File: config.mk
export PLATFORM = sky130hd
export DESIGN_NAME = uart_fifo_bridge_flat
export DESIGN_NICKNAME = d
export VERILOG_FILES = /design/src/rtl/uart_fifo_bridge_if.sv /design/src/rtl/uart_fifo_bridge.sv /design/src/flat_wrapper.sv
export SDC_FILE = /design/constraint.sdc
export NUM_CORES = 1
export LEC_CHECK = 0
export ABC_AREA = 0
export CORE_ASPECT_RATIO = 0.5
export CORE_MARGIN = 8
export CORE_UTILIZATION = 56
export DETAILED_ROUTE_END_ITERATION = 16
export DONT_BUFFER_PORTS = 1
export PLACE_DENSITY = 0.8
export SKIP_CTS_REPAIR_TIMING = 1
export SLEW_MARGIN = 5
export SYNTH_ARGS = -nofsm -noshare
export SYNTH_HDL_FRONTEND = slang
export SYNTH_SLANG_ARGS = --single-unit
File: constraint.sdc
create_clock -name clk -period 4.23 [get_ports clk]
set_clock_uncertainty 0.15 [all_clocks]
set_input_delay 0.846 -clock clk [delete_from_list [all_inputs] [get_ports clk]]
set_output_delay 0.846 -clock clk [all_outputs]
set_load 0.1 [all_outputs]
File: src/rtl/uart_fifo_bridge_if.sv
// CPU-side register bus of the uart FIFO bridge: one request/acknowledge
// transfer per access, byte data carried in the low half of the 16-bit word.
interface uart_fifo_bridge_if;
    logic        cpu_cs;
    logic [7:0]  cpu_addr;
    logic [1:0]  cpu_ds;
    logic        cpu_rw;
    logic [15:0] cpu_data_write;
    logic [15:0] cpu_data_read;
    logic        cpu_ack;

    modport master (
        output cpu_cs, cpu_addr, cpu_ds, cpu_rw, cpu_data_write,
        input  cpu_data_read, cpu_ack
    );

    modport slave (
        input  cpu_cs, cpu_addr, cpu_ds, cpu_rw, cpu_data_write,
        output cpu_data_read, cpu_ack
    );
endinterface

File: src/rtl/uart_fifo_bridge.sv
// Buffered bridge between the CPU register bus and the byte-wide uart core:
// TX/RX byte FIFOs on the CPU side, a single-master transaction FSM on the uart side.
module uart_fifo_bridge #(
    parameter int         DEPTH_LOG2 = 4,
    parameter logic [7:0] BASE_ADDR  = 8'h00
) (
    input  logic               clk,
    input  logic               reset_n,
    uart_fifo_bridge_if.slave  cpu,
    output logic               irq,
    output logic [7:0]         u_addr,
    output logic [1:0]         u_ds,
    output logic               u_rw,
    output logic [15:0]        u_data_write,
    input  logic [15:0]        u_data_read,
    input  logic               u_ack,
    input  logic               u_tx_active,
    input  logic               u_rx_avail,
    output logic               u_rx_avail_clear
);

    localparam int DEPTH = 1 << DEPTH_LOG2;
    localparam logic [DEPTH_LOG2:0] FULL_CNT = (DEPTH_LOG2 + 1)'(DEPTH);

    typedef enum logic [1:0] {ST_IDLE, ST_RD, ST_CLR, ST_WR} state_t;

    state_t                r_state;
    state_t                w_state_next;

    logic [7:0]            r_tx_mem [DEPTH];
    logic [DEPTH_LOG2-1:0] r_tx_wptr, r_tx_rptr;
    logic [DEPTH_LOG2:0]   r_tx_count;
    logic [7:0]            r_rx_mem [DEPTH];
    logic [DEPTH_LOG2-1:0] r_rx_wptr, r_rx_rptr;
    logic [DEPTH_LOG2:0]   r_rx_count;

    logic                  r_ack;
    logic [15:0]           r_cpu_data_read;
    logic                  r_irq;
    logic                  r_rx_overrun;
    logic                  r_rx_taken;

    logic                  w_tx_full, w_tx_empty, w_rx_full, w_rx_empty;
    logic                  w_req, w_rd, w_wr;
    logic                  w_tx_push, w_tx_pop, w_rx_push, w_rx_pop;
    logic                  w_rx_uart_push;
    logic                  w_set_taken, w_clr_taken;
    logic                  w_ack_next;
    logic                  w_ovr_set, w_ovr_clear;
    logic                  w_tx_busy;
    logic [7:0]            w_status;
    logic [15:0]           w_rd_data;
    logic [DEPTH_LOG2:0]   w_rx_count_next;

    assign w_tx_full  = (r_tx_count == FULL_CNT);
    assign w_tx_empty = (r_tx_count == '0);
    assign w_rx_full  = (r_rx_count == FULL_CNT);
    assign w_rx_empty = (r_rx_count == '0);

    // CPU request decode; a request is only taken while no ack is outstanding
    assign w_req = cpu.cpu_cs && (cpu.cpu_addr == BASE_ADDR) && !r_ack;
    assign w_rd  = w_req && cpu.cpu_rw;
    assign w_wr  = w_req && !cpu.cpu_rw;

    assign w_rx_pop  = w_rd && cpu.cpu_ds[0] && !cpu.cpu_ds[1] && !w_rx_empty;
    assign w_tx_push = w_wr && cpu.cpu_ds[0] && (!w_tx_full || w_tx_pop);
    // A data write into a full TX FIFO stalls (no ack) until the uart side frees a slot
    assign w_ack_next = w_rd || (w_wr && (!cpu.cpu_ds[0] || w_tx_push));

    assign w_rx_push   = w_rx_uart_push && (!w_rx_full || w_rx_pop);
    assign w_ovr_set   = w_rx_uart_push && w_rx_full && !w_rx_pop;
    assign w_ovr_clear = w_ack_next && w_wr && cpu.cpu_ds[1] && cpu.cpu_data_write[4];

    assign w_tx_busy = !w_tx_empty || u_tx_active;
    assign w_status  = {3'b000, r_rx_overrun, w_rx_full, w_tx_full, w_tx_busy, !w_rx_empty};

    always_comb begin
        w_rd_data = 16'h0000;
        if (cpu.cpu_ds[1]) begin
            w_rd_data = {8'h00, w_status};
        end else if (cpu.cpu_ds[0] && !w_rx_empty) begin
            w_rd_data = {8'h00, r_rx_mem[r_rx_rptr]};
        end
    end

    always_comb begin
        w_rx_count_next = r_rx_count;
        case ({w_rx_push, w_rx_pop})
            2'b10:   w_rx_count_next = r_rx_count + 1'b1;
            2'b01:   w_rx_count_next = r_rx_count - 1'b1;
            default: w_rx_count_next = r_rx_count;
        endcase
    end

    // uart transaction FSM; a pending received byte is served before TX
    always_comb begin
        w_state_next     = r_state;
        u_ds             = 2'b00;
        u_rw             = 1'b1;
        u_data_write     = 16'h0000;
        u_rx_avail_clear = 1'b0;
        w_tx_pop         = 1'b0;
        w_rx_uart_push   = 1'b0;
        w_set_taken      = 1'b0;
        w_clr_taken      = 1'b0;
        case (r_state)
            ST_IDLE: begin
                if (u_rx_avail && !r_rx_taken) begin
                    w_state_next = ST_RD;
                end else if (!w_tx_empty && !u_tx_active) begin
                    w_state_next = ST_WR;
                end
            end
            ST_RD: begin
                u_ds = 2'b01;
                if (u_ack) begin
                    w_rx_uart_push = 1'b1;
                    w_set_taken    = 1'b1;
                    w_state_next   = ST_CLR;
                end
            end
            ST_CLR: begin
                u_rx_avail_clear = 1'b1;
                if (!u_rx_avail) begin
                    w_clr_taken  = 1'b1;
                    w_state_next = ST_IDLE;
                end
            end
            ST_WR: begin
                u_ds         = 2'b01;
                u_rw         = 1'b0;
                u_data_write = {8'h00, r_tx_mem[r_tx_rptr]};
                if (u_ack) begin
                    w_tx_pop     = 1'b1;
                    w_state_next = ST_IDLE;
                end
            end
            default: w_state_next = ST_IDLE;
        endcase
    end

    always_ff @(posedge clk) begin
        if (!reset_n) begin
            r_state         <= ST_IDLE;
            r_ack           <= 1'b0;
            r_cpu_data_read <= 16'h0000;
            r_irq           <= 1'b0;
            r_rx_overrun    <= 1'b0;
            r_rx_taken      <= 1'b0;
            r_tx_wptr       <= '0;
            r_tx_rptr       <= '0;
            r_tx_count      <= '0;
            r_rx_wptr       <= '0;
            r_rx_rptr       <= '0;
            r_rx_count      <= '0;
        end else begin
            r_state         <= w_state_next;
            r_ack           <= w_ack_next;
            r_cpu_data_read <= w_rd ? w_rd_data : 16'h0000;
            r_irq           <= (w_rx_count_next != '0);

            if (w_ovr_set) begin
                r_rx_overrun <= 1'b1;
            end else if (w_ovr_clear) begin
                r_rx_overrun <= 1'b0;
            end

            if (w_set_taken) begin
                r_rx_taken <= 1'b1;
            end else if (w_clr_taken) begin
                r_rx_taken <= 1'b0;
            end

            if (w_tx_push) r_tx_wptr <= r_tx_wptr + 1'b1;
            if (w_tx_pop)  r_tx_rptr <= r_tx_rptr + 1'b1;
            case ({w_tx_push, w_tx_pop})
                2'b10:   r_tx_count <= r_tx_count + 1'b1;
                2'b01:   r_tx_count <= r_tx_count - 1'b1;
                default: r_tx_count <= r_tx_count;
            endcase

            if (w_rx_push) r_rx_wptr <= r_rx_wptr + 1'b1;
            if (w_rx_pop)  r_rx_rptr <= r_rx_rptr + 1'b1;
            r_rx_count <= w_rx_count_next;
        end
    end

    // FIFO storage carries no reset; the pointers alone define validity
    always_ff @(posedge clk) begin
        if (w_tx_push) r_tx_mem[r_tx_wptr] <= cpu.cpu_data_write[7:0];
        if (w_rx_push) r_rx_mem[r_rx_wptr] <= u_data_read[7:0];
    end

    assign cpu.cpu_ack       = r_ack;
    assign cpu.cpu_data_read = r_cpu_data_read;
    assign irq               = r_irq;
    assign u_addr            = 8'd0;

endmodule

File: src/flat_wrapper.sv
// flat-port wrapper written by rule: the top's interface ports become plain ports
module uart_fifo_bridge_flat 
#(
    parameter int         DEPTH_LOG2 = 4,
    parameter logic [7:0] BASE_ADDR  = 8'h00
)
  (clk, reset_n, irq, u_addr, u_ds, u_rw, u_data_write, u_data_read, u_ack, u_tx_active, u_rx_avail, u_rx_avail_clear, cpu_cpu_cs, cpu_cpu_addr, cpu_cpu_ds, cpu_cpu_rw, cpu_cpu_data_write, cpu_cpu_data_read, cpu_cpu_ack);
  uart_fifo_bridge_if cpu_i ();
  input  logic clk;
  input  logic reset_n;
  output logic irq;
  output logic [7:0] u_addr;
  output logic [1:0] u_ds;
  output logic u_rw;
  output logic [15:0] u_data_write;
  input  logic [15:0] u_data_read;
  input  logic u_ack;
  input  logic u_tx_active;
  input  logic u_rx_avail;
  output logic u_rx_avail_clear;
  input wire logic [$bits(cpu_i.cpu_cs)-1:0] cpu_cpu_cs;
  input wire logic [$bits(cpu_i.cpu_addr)-1:0] cpu_cpu_addr;
  input wire logic [$bits(cpu_i.cpu_ds)-1:0] cpu_cpu_ds;
  input wire logic [$bits(cpu_i.cpu_rw)-1:0] cpu_cpu_rw;
  input wire logic [$bits(cpu_i.cpu_data_write)-1:0] cpu_cpu_data_write;
  output wire logic [$bits(cpu_i.cpu_data_read)-1:0] cpu_cpu_data_read;
  output wire logic [$bits(cpu_i.cpu_ack)-1:0] cpu_cpu_ack;
  assign cpu_i.cpu_cs = cpu_cpu_cs;
  assign cpu_i.cpu_addr = cpu_cpu_addr;
  assign cpu_i.cpu_ds = cpu_cpu_ds;
  assign cpu_i.cpu_rw = cpu_cpu_rw;
  assign cpu_i.cpu_data_write = cpu_cpu_data_write;
  assign cpu_cpu_data_read = cpu_i.cpu_data_read;
  assign cpu_cpu_ack = cpu_i.cpu_ack;
  uart_fifo_bridge #(.DEPTH_LOG2(DEPTH_LOG2), .BASE_ADDR(BASE_ADDR)) u_core (.clk(clk), .reset_n(reset_n), .cpu(cpu_i), .irq(irq), .u_addr(u_addr), .u_ds(u_ds), .u_rw(u_rw), .u_data_write(u_data_write), .u_data_read(u_data_read), .u_ack(u_ack), .u_tx_active(u_tx_active), .u_rx_avail(u_rx_avail), .u_rx_avail_clear(u_rx_avail_clear));
endmodule
==> results.py, run 1 <==
metrics = {
    "outcome": {
        "run_status": "finished clean",
    },
    "cells_and_area": {
        "layout.area.seq_um2": 8651,
        "antenna_cells": 0,
        "syn2layout_area_growth_pct": 12.14,
        "postLayoutCoreUtil": 0.6414,
        "final_net_count": 815,
        "multi_input_area_um2": 3495,
        "num-fill-cells": 1459,
        "final_layout_size_suffix_gt1_frac": 0.2334,
    },
    "timing": {
        "final_report_hold_violation_count": 0,
        "fin_crit_sh": 0.8532,
        "max_freq_mhz": 277.1,
        "max-slew-margin-rel": 0.2594,
        "worst_slew_pin_slew_ps": 1106,
        "setup_violations": 0,
        "holdWs_ps": 246.6,
        "setup_total_negative_slack_ps": 0,
        "grt_setup_unrepaired": "false",
        "final_period_minus_worst_setup_slack_ps": 3609,
        "report.final.slew_viol_count": 0,
    },
    "pwr": {
        "cell_internal_power_dissipation_mw": 4.761,
        "combPwrFrac": 0.033,
        "p_leak_nw": 4.521,
        "p_sw_mw": 1.228,
        "power_mw": 5.989,
        "flop_pwr_share": 0.545,
        "ir_worst_vdd_v": 0.0002520,
        "powerDensity_nw_per_um2": 429.8,
        "clockPowerShare": 0.422,
        "switching_portion_of_total_power": 0.2050,
    },
    "floorplan": {
        "floorplan.rows": 38,
        "dieHeight_um": 121.3,
        "fp.dieArea_um2": 27500,
        "floorplan.initialDensity": 0.5719,
        "design.portCount": 95,
        "floorplan.die.width_um": 226.7,
        "core_area_um2": 21730,
    },
    "setup_path": {
        "crit_path_max_fanout": 32,
        "worst_r2r_startpoint": "u_core.r_rx_count[1]$_SDFF_PN0_",
        "worstSetupStartpointType": "register",
        "critical-path-slowest-cell": "mux4_2",
        "setup.reg_to_reg.worst_slack_ps": 820,
        "crit_required_ps": 3230,
        "setup.worst_path.end_class": "primary output",
        "critical_path_arrival_ps": 2610,
        "crit_path_cell_trace": "buf_12 > mux4_2 > mux4_2 > nor2b_2 > buf_12",
        "setup.worst_path.class": "register to primary output",
        "timing.critical_path.slowest_cell_delay_ps": 550,
    },
    "min_path": {
        "min_path_type": "primary input to register",
        "hp-start": "cpu_cpu_data_write[1]",
    },
    "grt": {
        "number_of_global_route_vias_before_repair": 6385,
        "maximum_number_of_pins_on_one_net_before_global_route_repair": 33,
        "globalRouteOverflowTotal": 0,
        "number_of_antenna_violations_at_the_first_check_in_global_routing": 0,
        "wire_length_of_the_first_global_routing_pass_um": 37530,
        "track_usage": 0.1800,
    },
    "yosys": {
        "synth-seq-area-share": 0.6959,
        "synthesis.area_per_instance_um2": 17.48,
        "total_standard_cell_area_after_synthesis_um2": 12430,
        "yosys_register_bits": 304,
        "synth-warning-count": 0,
        "synth-async-reset-ratio": 0,
        "synthDistinctLibCells": 47,
        "synth_top_flop_cell": "edfxtp_1",
        "synth-edff-count": 256,
        "post_synth_inst_count": 711,
    },
    "placed_design": {
        "place.port_buffers": 0,
        "dp.final_hpwl_um": 15840,
        "gp_congestion": 0.7887,
    },
    "drt": {
        "detail_route.iter0.violations": 636,
        "drc": 0,
        "vias": 6293,
        "routedWlPerCell_um": 23.24,
        "postRouteAntennaNets": 0,
        "detailedRoute.firstPassIterationCount": 5,
        "vias_per_cell": 5.898,
        "drt_wl_total_um": 24800,
    },
    "clock_tree": {
        "tritoncts.num_buffers": 26,
        "clk-insertion-delay-late_ps": 540,
        "clock_tree.root_cell": "clkbuf_16",
        "cts_tree": "built",
        "cts_max_level": 1,
        "cts.sinks": 304,
        "cts_buffer_depth": 3,
        "clkSlewWorstSetupHoldPaths_ps": 70,
    },
    "run": {
        "maxCapViolations": 0,
    },
}
-- area by class of cell --
class	count	share of cell area
Sequential cell	304	0.6208
Multi-Input combinational cell	355	0.2508
Clock buffer	31	0.04956
Timing Repair Buffer	45	0.03232
Tap cell	300	0.02693
Clock inverter	16	0.01535
Inverter	16	0.004310
-- worst paths after layout --
check                                           to  cells past startpoint
setup reg to reg             u_core.irq$_SDFF_PN0_                     12
hold reg to reg   u_core.r_rx_overrun$_SDFFE_PN0P_                      2
setup / recovery                   u_data_write[7]                      5
hold / removal     u_core.r_tx_mem[0][1]$_DFFE_PP_                      0
-- registers in the layout, indices dropped and copies added (netlist names), named ones only --
register and flops:
u_core.r_rx_mem 128, u_core.r_tx_mem 128, u_core.cpu.cpu_data_read 8, u_core.r_rx_count 5, u_core.r_tx_count 5, u_core.r_rx_rptr 4
u_core.r_rx_wptr 4, u_core.r_tx_rptr 4, u_core.r_tx_wptr 4, u_core.r_state 2, u_core.cpu.cpu_ack 1, u_core.irq 1
u_core.r_rx_overrun 1, u_core.r_rx_taken 1
-- power by group through the flow --
stage	logic, mW	clock network [mW]	registers [mW]
after CTS	0.196	2.56	3.26
after detailed placement	0.196	0	3.33
after floorplan	0.194	0	3.33
after global placement	0.194	0	3.33
after global routing	0.205	2.68	3.26
final	0.197	2.53	3.26
-- stage by stage --
step	area, um^2	cells	setup WS (ps)
floorplan	12530	735	39.27
global placement	13030	1020	182.6
detailed placement	13030	1020	132.0
CTS	13940	1067	576.9
global route	13940	1067	525.2
finish	13940	1067	620.9
-- kinds of logic after synthesis --
family | after synthesis | synth area share
DFF | 304 | 0.6959
and+or+nand+nor | 152 | 0.06685
muxes | 91 | 0.1462
buffers and inverters | 76 | 0.03272
AOI/OAI and AO/OA | 53 | 0.02799
adders and majority gates | 18 | 0.01873
xor gates and xnor gates | 16 | 0.01128
other | 1 | 0.0003018
-- per-layer routing --
metal  up-vias  track usage  share of wire
met2       253       0.3142           0.51
met4         0      0.05018          0.025
li1       2784            -              -
met3        44      0.03715          0.070
met5         -            0              0
met1      3212       0.2278           0.39
-- synth_stat cells, types with 2 or more instances --
cell type | instances | area share
buf_6 | 2 | 0.0018
and3_1 | 16 | 0.0081
mux2i_1 | 15 | 0.012
a21o_1 | 2 | 0.0012
nand3b_1 | 2 | 0.0012
buf_1 | 6 | 0.0018
o22ai_1 | 5 | 0.0025
mux2_2 | 4 | 0.0036
nor2_1 | 43 | 0.013
mux4_2 | 72 | 0.13
nand2_1 | 19 | 0.0057
nand3_1 | 8 | 0.0032
buf_4 | 25 | 0.015
a31oi_1 | 4 | 0.0020
or4_1 | 4 | 0.0024
o31ai_1 | 2 | 0.0012
nor4_1 | 2 | 0.0010
buf_2 | 10 | 0.0040
ha_1 | 17 | 0.017
a211oi_1 | 7 | 0.0042
nor3_1 | 10 | 0.0040
clkbuf_1 | 17 | 0.0051
nor2b_1 | 21 | 0.011
nand4_1 | 3 | 0.0015
a21oi_1 | 20 | 0.0081
or3_1 | 3 | 0.0015
nor4_4 | 2 | 0.0034
nand2b_1 | 12 | 0.0060
and2_1 | 3 | 0.0015
xor2_1 | 9 | 0.0063
o21ai_0 | 7 | 0.0028
edfxtp_1 | 256 | 0.62
dfxtp_1 | 48 | 0.077
inv_1 | 16 | 0.0048
xnor2_1 | 7 | 0.0049
-- cell usage in the layout (no fill, tap or decap), types with 6 or more instances in the layout --
master	synthesis	routed
nor2b_1	21	12
mux4_2	72	72
conb_1	1	25
ha_1	17	16
nand2b_1	12	12
and3_1	16	16
nand3_1	8	8
edfxtp_1	256	256
xor2_1	9	9
a211oi_1	7	7
nand2_1	19	19
clkbuf_16	0	27
dfxtp_1	48	46
xnor2_1	7	7
nor2b_2	0	9
a21oi_1	20	19
buf_12	0	9
mux2i_1	15	15
inv_1	16	16
o21ai_0	7	7
buf_4	25	36
nor2_1	43	43
clkinv_1	0	6
nor3_1	10	10
-- critical path, delay by kind of cell, from the launching register on --
| family | cells | cell delay [ps] |
|---|---|---|
| buf+inv | 2 | 440 |
| flops | 1 | 340 |
| mux | 2 | 1080 |
| simple gates | 1 | 190 |
(Power assumes the default switching activity.)
==> run 2: changes to the inputs <==
Settings changed: MAX_ROUTING_LAYER set to met4.
==> results.py, run 2 (synthesized netlist as in run 1, its figures left out) <==
metrics = {
    "cells_and_area": {
        "num-fill-cells": 1459,
        "antenna_cells": 0,
        "leading_cell_type_in_the_layout_fill_and_taps_excluded": "edfxtp_1",
        "mostFrequentLayoutCells": "edfxtp_1 (256), mux4_2 (72), dfxtp_1 (46)",
        "postLayoutCoreUtil": 0.6414,
        "final_net_count": 815,
        "syn2layout_area_growth_pct": 12.14,
        "final_layout_size_suffix_gt1_frac": 0.2334,
        "finish.cell_count_without_fillers": 1067,
    },
    "pwr": {
        "switching_portion_of_total_power": 0.2049,
        "ir_worst_vdd_v": 0.0002515,
        "combPwrFrac": 0.033,
        "powerDensity_nw_per_um2": 429.7,
        "clockPowerShare": 0.422,
        "p_leak_nw": 4.521,
        "cell_internal_power_dissipation_mw": 4.761,
        "p_sw_mw": 1.227,
        "flop_pwr_share": 0.545,
    },
    "setup_path": {
        "critical_path_arrival_ps": 2620,
        "crit_path_max_fanout": 32,
        "worst_r2r_startpoint": "u_core.r_rx_count[1]$_SDFF_PN0_",
        "crit_path_cell_trace": "buf_12 > mux4_2 > mux4_2 > nor2b_2 > buf_12",
        "crit_required_ps": 3230,
        "worstSetupStartpointType": "register",
        "setup.worst_path.end_class": "primary output",
        "worstPathBufferInverterCount": 2,
        "critical-path-top-delay-family": "multiplexers",
        "critical-path-slowest-cell": "mux4_2",
        "setup.worst_path.class": "register to primary output",
        "timing.critical_path.slowest_cell_delay_ps": 550,
    },
    "floorplan": {
        "floorplan.die.width_um": 226.7,
        "design.portCount": 95,
        "fp.dieArea_um2": 27500,
        "floorplan.initialDensity": 0.5719,
        "core_area_um2": 21730,
        "floorplan.rows": 38,
        "dieHeight_um": 121.3,
    },
    "timing": {
        "grt_setup_unrepaired": "false",
        "final_report_hold_violation_count": 0,
        "max_freq_mhz": 276.4,
        "worst_slew_pin_slew_ps": 1106,
        "setup_total_negative_slack_ps": 0,
        "report.final.slew_viol_count": 0,
        "final_period_minus_worst_setup_slack_ps": 3618,
        "fin_crit_sh": 0.8552,
        "holdWs_ps": 247.2,
        "max-slew-margin-rel": 0.2594,
        "setup_violations": 0,
    },
    "placed_design": {
        "dp.final_hpwl_um": 15840,
        "place.port_buffers": 0,
        "post-place-cells": 1020,
        "gp_congestion": 0.7997,
    },
    "clock_tree": {
        "cts.sinks": 304,
        "clkSlewWorstSetupHoldPaths_ps": 70,
        "cts_tree": "built",
        "cts_buffer_depth": 3,
        "clk-insertion-delay-late_ps": 540,
        "tritoncts.num_buffers": 26,
        "clock_tree.root_cell": "clkbuf_16",
        "cts_max_level": 1,
    },
    "min_path": {
        "hp-start": "cpu_cpu_data_write[1]",
        "min_path_type": "primary input to register",
    },
    "drt": {
        "detail_route.iter0.violations": 593,
        "vias_per_cell": 5.876,
        "routedWlPerCell_um": 23.22,
        "drt_wl_total_um": 24770,
        "drc": 0,
        "detailedRoute.firstPassIterationCount": 5,
        "vias": 6270,
        "postRouteAntennaNets": 0,
    },
    "grt": {
        "globalRouteOverflowTotal": 0,
        "number_of_antenna_violations_at_the_first_check_in_global_routing": 0,
        "wire_length_of_the_first_global_routing_pass_um": 37550,
        "maximum_number_of_pins_on_one_net_before_global_route_repair": 33,
        "track_usage": 0.1856,
        "number_of_global_route_vias_before_repair": 6385,
    },
    "run": {
        "maxCapViolations": 0,
    },
    "outcome": {
        "run_status": "finished clean",
    },
}
==> run 2: path summary, 6_finish.rpt <==
| check | slack [ps] | to | cells after the start |
|---|---|---|---|
| setup / recovery | 610 | u_data_write[7] | 5 |
| hold / removal | 250 | u_core.r_tx_mem[0][1]$_DFFE_PP_ | 0 |
| setup reg to reg | 820 | u_core.irq$_SDFF_PN0_ | 12 |
| hold reg to reg | 330 | u_core.r_rx_overrun$_SDFFE_PN0P_ | 2 |
==> run 2: power groups by stage <==
stage / sequential, mW / clock [mW] / combinational [mW]
6_report: 3.26 / 2.53 / 0.196
5_1_grt: 3.26 / 2.68 / 0.205
4_1_cts: 3.26 / 2.56 / 0.196
3_5_place_dp: 3.33 / 0 / 0.196
3_3_place_gp: 3.33 / 0 / 0.194
2_1_floorplan: 3.33 / 0 / 0.194
==> run 2: final cells by class <==
type,count,area (um^2),area share
Clock inverter,16,214.0,0.01535
Timing Repair Buffer,45,450.4,0.03232
Multi-Input combinational cell,355,3495,0.2508
Inverter,16,60.06,0.004310
Clock buffer,31,690.7,0.04956
Sequential cell,304,8651,0.6208
Tap cell,300,375.4,0.02693
==> run 2: through the flow <==
step	instance area, um^2	total power [mW]	setup slack (ps)
after floorplan	12530	3.519	39.27
after global placement	13030	3.522	182.6
after detailed placement	13030	3.525	132.0
after CTS	13940	6.023	576.9
after global routing	13940	6.143	524.6
final	13940	5.989	612.4
==> run 2: routing by layer <==
layer,GRT usage,wire (um),vias to the layer above
met5,-,0,-
met4,0.05018,596,0
met3,0.03715,1648,45
met2,0.3138,12790,241
met1,0.2286,9739,3197
li1,-,-,2787
==> edit: new RTL, settings of run 2 <==
Take the reset off `r_cpu_data_read` and load it in a clocked block of its own.
--- a/src/rtl/uart_fifo_bridge.sv
+++ b/src/rtl/uart_fifo_bridge.sv
@@ -143,7 +143,6 @@
         if (!reset_n) begin
             r_state         <= ST_IDLE;
             r_ack           <= 1'b0;
-            r_cpu_data_read <= 16'h0000;
             r_irq           <= 1'b0;
             r_rx_overrun    <= 1'b0;
             r_rx_taken      <= 1'b0;
@@ -156,7 +155,6 @@
         end else begin
             r_state         <= w_state_next;
             r_ack           <= w_ack_next;
-            r_cpu_data_read <= w_rd ? w_rd_data : 16'h0000;
             r_irq           <= (w_rx_count_next != '0);
 
             if (w_ovr_set) begin
@@ -185,6 +183,10 @@
         end
     end
 
+    always_ff @(posedge clk) begin
+        r_cpu_data_read <= w_rd ? w_rd_data : 16'h0000;
+    end
+
     // FIFO storage carries no reset; the pointers alone define validity
     always_ff @(posedge clk) begin
         if (w_tx_push) r_tx_mem[r_tx_wptr] <= cpu.cpu_data_write[7:0];
Formal check against the unedited RTL: not equivalent (Yosys sat finds a counterexample within 4 cycles, from zero or initial values and one cycle with reset_n low).
==> edit against run 2 <==
  * Sequential share of layout area grew 1.2 points
  * Area after synthesis down 0.80%
  * Wire length decreased by 2.8%
  * Core utilization decreased by 0.92 points
  * Worst setup slack better by 0.013 ns
  * Design area down 1.9%
  * Via count fell by 3.2%
  * Sequential cell count unchanged
  * Total power fell by 2.7%
  * Critical path type unchanged
  * Largest cell class unchanged
  * Largest power group unchanged
==> edit: results (changes against run 2) <==
- The flow ran to the end, and the final reports show no timing, DRC or antenna violations.
- Counting instances in the post-synthesis netlist gives the leading cell types as 256 x sky130_fd_sc_hd__edfxtp_1, 76 x sky130_fd_sc_hd__mux4_2, 48 x sky130_fd_sc_hd__dfxtp_1, 31 x sky130_fd_sc_hd__nor2_1, 28 x sky130_fd_sc_hd__and3_1.
- The static power due to leakage was 4.44 nW (-1.7%).
- The classification of the worst-slack hold path is input pin to flip-flop.
- The share of synthesized area occupied by flip-flops and latches is 70.2% (+0.56 points).
- The wire length after detailed routing is 24.1 mm (-2.8%).
- The layout net count is 776 (-4.8%).
- The wire length of the first global-routing pass is 37.3 mm (-0.74%).
- The relative slew slack came to 26.4% (+0.51 points).
- The share of the synthesized area in compound gates (AO/OA/AOI/OAI) came to 2.69% (-0.11 points).
- The detailed-route wire length on metal 1 is 9.63 mm (-1.1%).
- The highest metal layer with signal wires is met4.
- The level count of the clock H-tree came to 1 (unchanged).
- The largest fanout on the critical path is 32 (unchanged).
- The final antenna diode count was 0 (unchanged).
- The detailed placer's ending HPWL is 15.0 mm (-5.1%).
- The clock latency of the later-clocked register in the worst-skew pair is 0.52 ns (-0.02 ns).
- The maximum VDD drop was 256 uV (+1.8%).
- The share of synthesized cell area in full adder, half adder and majority cells is 1.89% (+0.015 points).
- By area the synthesized netlist is led by sky130_fd_sc_hd__edfxtp_1 62%, sky130_fd_sc_hd__mux4_2 14%, sky130_fd_sc_hd__dfxtp_1 7.8%.
- The count of flip-flops with a built-in enable after synthesis is 256 (unchanged).
- The detailed-routing iteration count for the pre-antenna-repair pass was 5 (unchanged).
- The layout cell share with drive strength beyond 1 came to 22.2% (-1.1 points).
- The number of global-route vias before repair was 6258 (-2.0%).
- The number of buffers added by the clock tree synthesis step is 27 (+3.8%).
- The proportion of register bits with asynchronous set or reset after synthesis is 0% (unchanged).
- The all-layer global routing usage is 18.4% (-0.17 points).
- The placer's final routability congestion estimate is 0.751 (-6.1%).
- The fraction of synthesized area in multiplexers is 14.6% (about the same).
- The library cell used as clock root buffer is sky130_fd_sc_hd__clkbuf_16.
- The xor and xnor area share after synthesis is 1.28% (+0.15 points).
- The count of unique library cells instantiated by Yosys came to 51 (+8.5%).
- The length of routed met2 wiring was 12.1 mm (-5.3%).
- The violation count after the first detailed-routing iteration came to 533 (-10%).
- The amount of wire on met3 after detailed routing is 1.68 mm (+1.7%).
- The mean number of vias per cell is 5.90 (+0.34%).
- The buffer depth of the longest clock path is 3 (unchanged).
==> edit: worst max-delay path, cell delays in order (launching register included) <==
cell                      delay [ns]
sky130_fd_sc_hd__dfxtp_2        0.34
sky130_fd_sc_hd__buf_12         0.26
sky130_fd_sc_hd__mux4_2         0.58
sky130_fd_sc_hd__mux4_2         0.52
sky130_fd_sc_hd__nor2b_2        0.19
sky130_fd_sc_hd__buf_12         0.19
==> edit: final timing paths <==
path / start / end / slack (ns) / cells past startpoint
worst min register to register: u_core.r_rx_taken / u_core.r_rx_taken / 0.33 / 2
worst max-delay path: flip-flop / u_data_write[0] / 0.62 / 5
worst min-delay path: u_data_read[7] / u_core.r_rx_mem[10][7] / 0.26 / 0
worst max register to register: u_core.r_tx_count[0] / u_core.r_tx_count[4] / 0.86 / 12
==> edit: power breakdown <==
part | total, mW | internal (mW) | switching (mW)
Combinational | 0.194 | 0.0352 | 0.158
Clock | 2.37 | 1.33 | 1.04
Sequential | 3.26 | 3.25 | 0.0124
Total | 5.82 | 4.62 | 1.21
==> edit: area by class of cell <==
type | instances | area [um^2]
Clock buffer | 35 | 726
Clock inverter | 14 | 121
Fill cell | 1444 | 7960
Inverter | 16 | 60.1
Multi-Input combinational cell | 332 | 3420
Sequential cell | 304 | 8650
Tap cell | 300 | 375
Timing Repair Buffer | 28 | 323
==> edit: stage by stage <==
step | cells | setup WS (ns) | hold WS (ns) | area [um^2]
after floorplan | 708 | 0.160 | 0.270 | 12400
after detailed placement | 980 | 0.159 | 0.315 | 12800
final | 1029 | 0.625 | 0.261 | 13700
after global routing | 1029 | 0.497 | 0.239 | 13700
after CTS | 1029 | 0.577 | 0.246 | 13700
after global placement | 980 | 0.239 | 0.307 | 12800
==> edit: layer usage <==
layer | up-vias | GRT usage [%]
met1 | 3124 | 23.0
li1 | 2700 | -
met4 | 0 | 5.86
met5 | - | -
met3 | 40 | 4.17
met2 | 203 | 30.0
==> edit: logic make-up (layout without fill, tap and decap cells) <==
group,Yosys count,after routing
xor gates and xnor gates,18,18
buffers and inverters,72,93
and+or+nand+nor,136,136
DFF,304,304
other,1,25
muxes,85,85
adders and majority gates,18,18
AOI/OAI and AO/OA,50,50
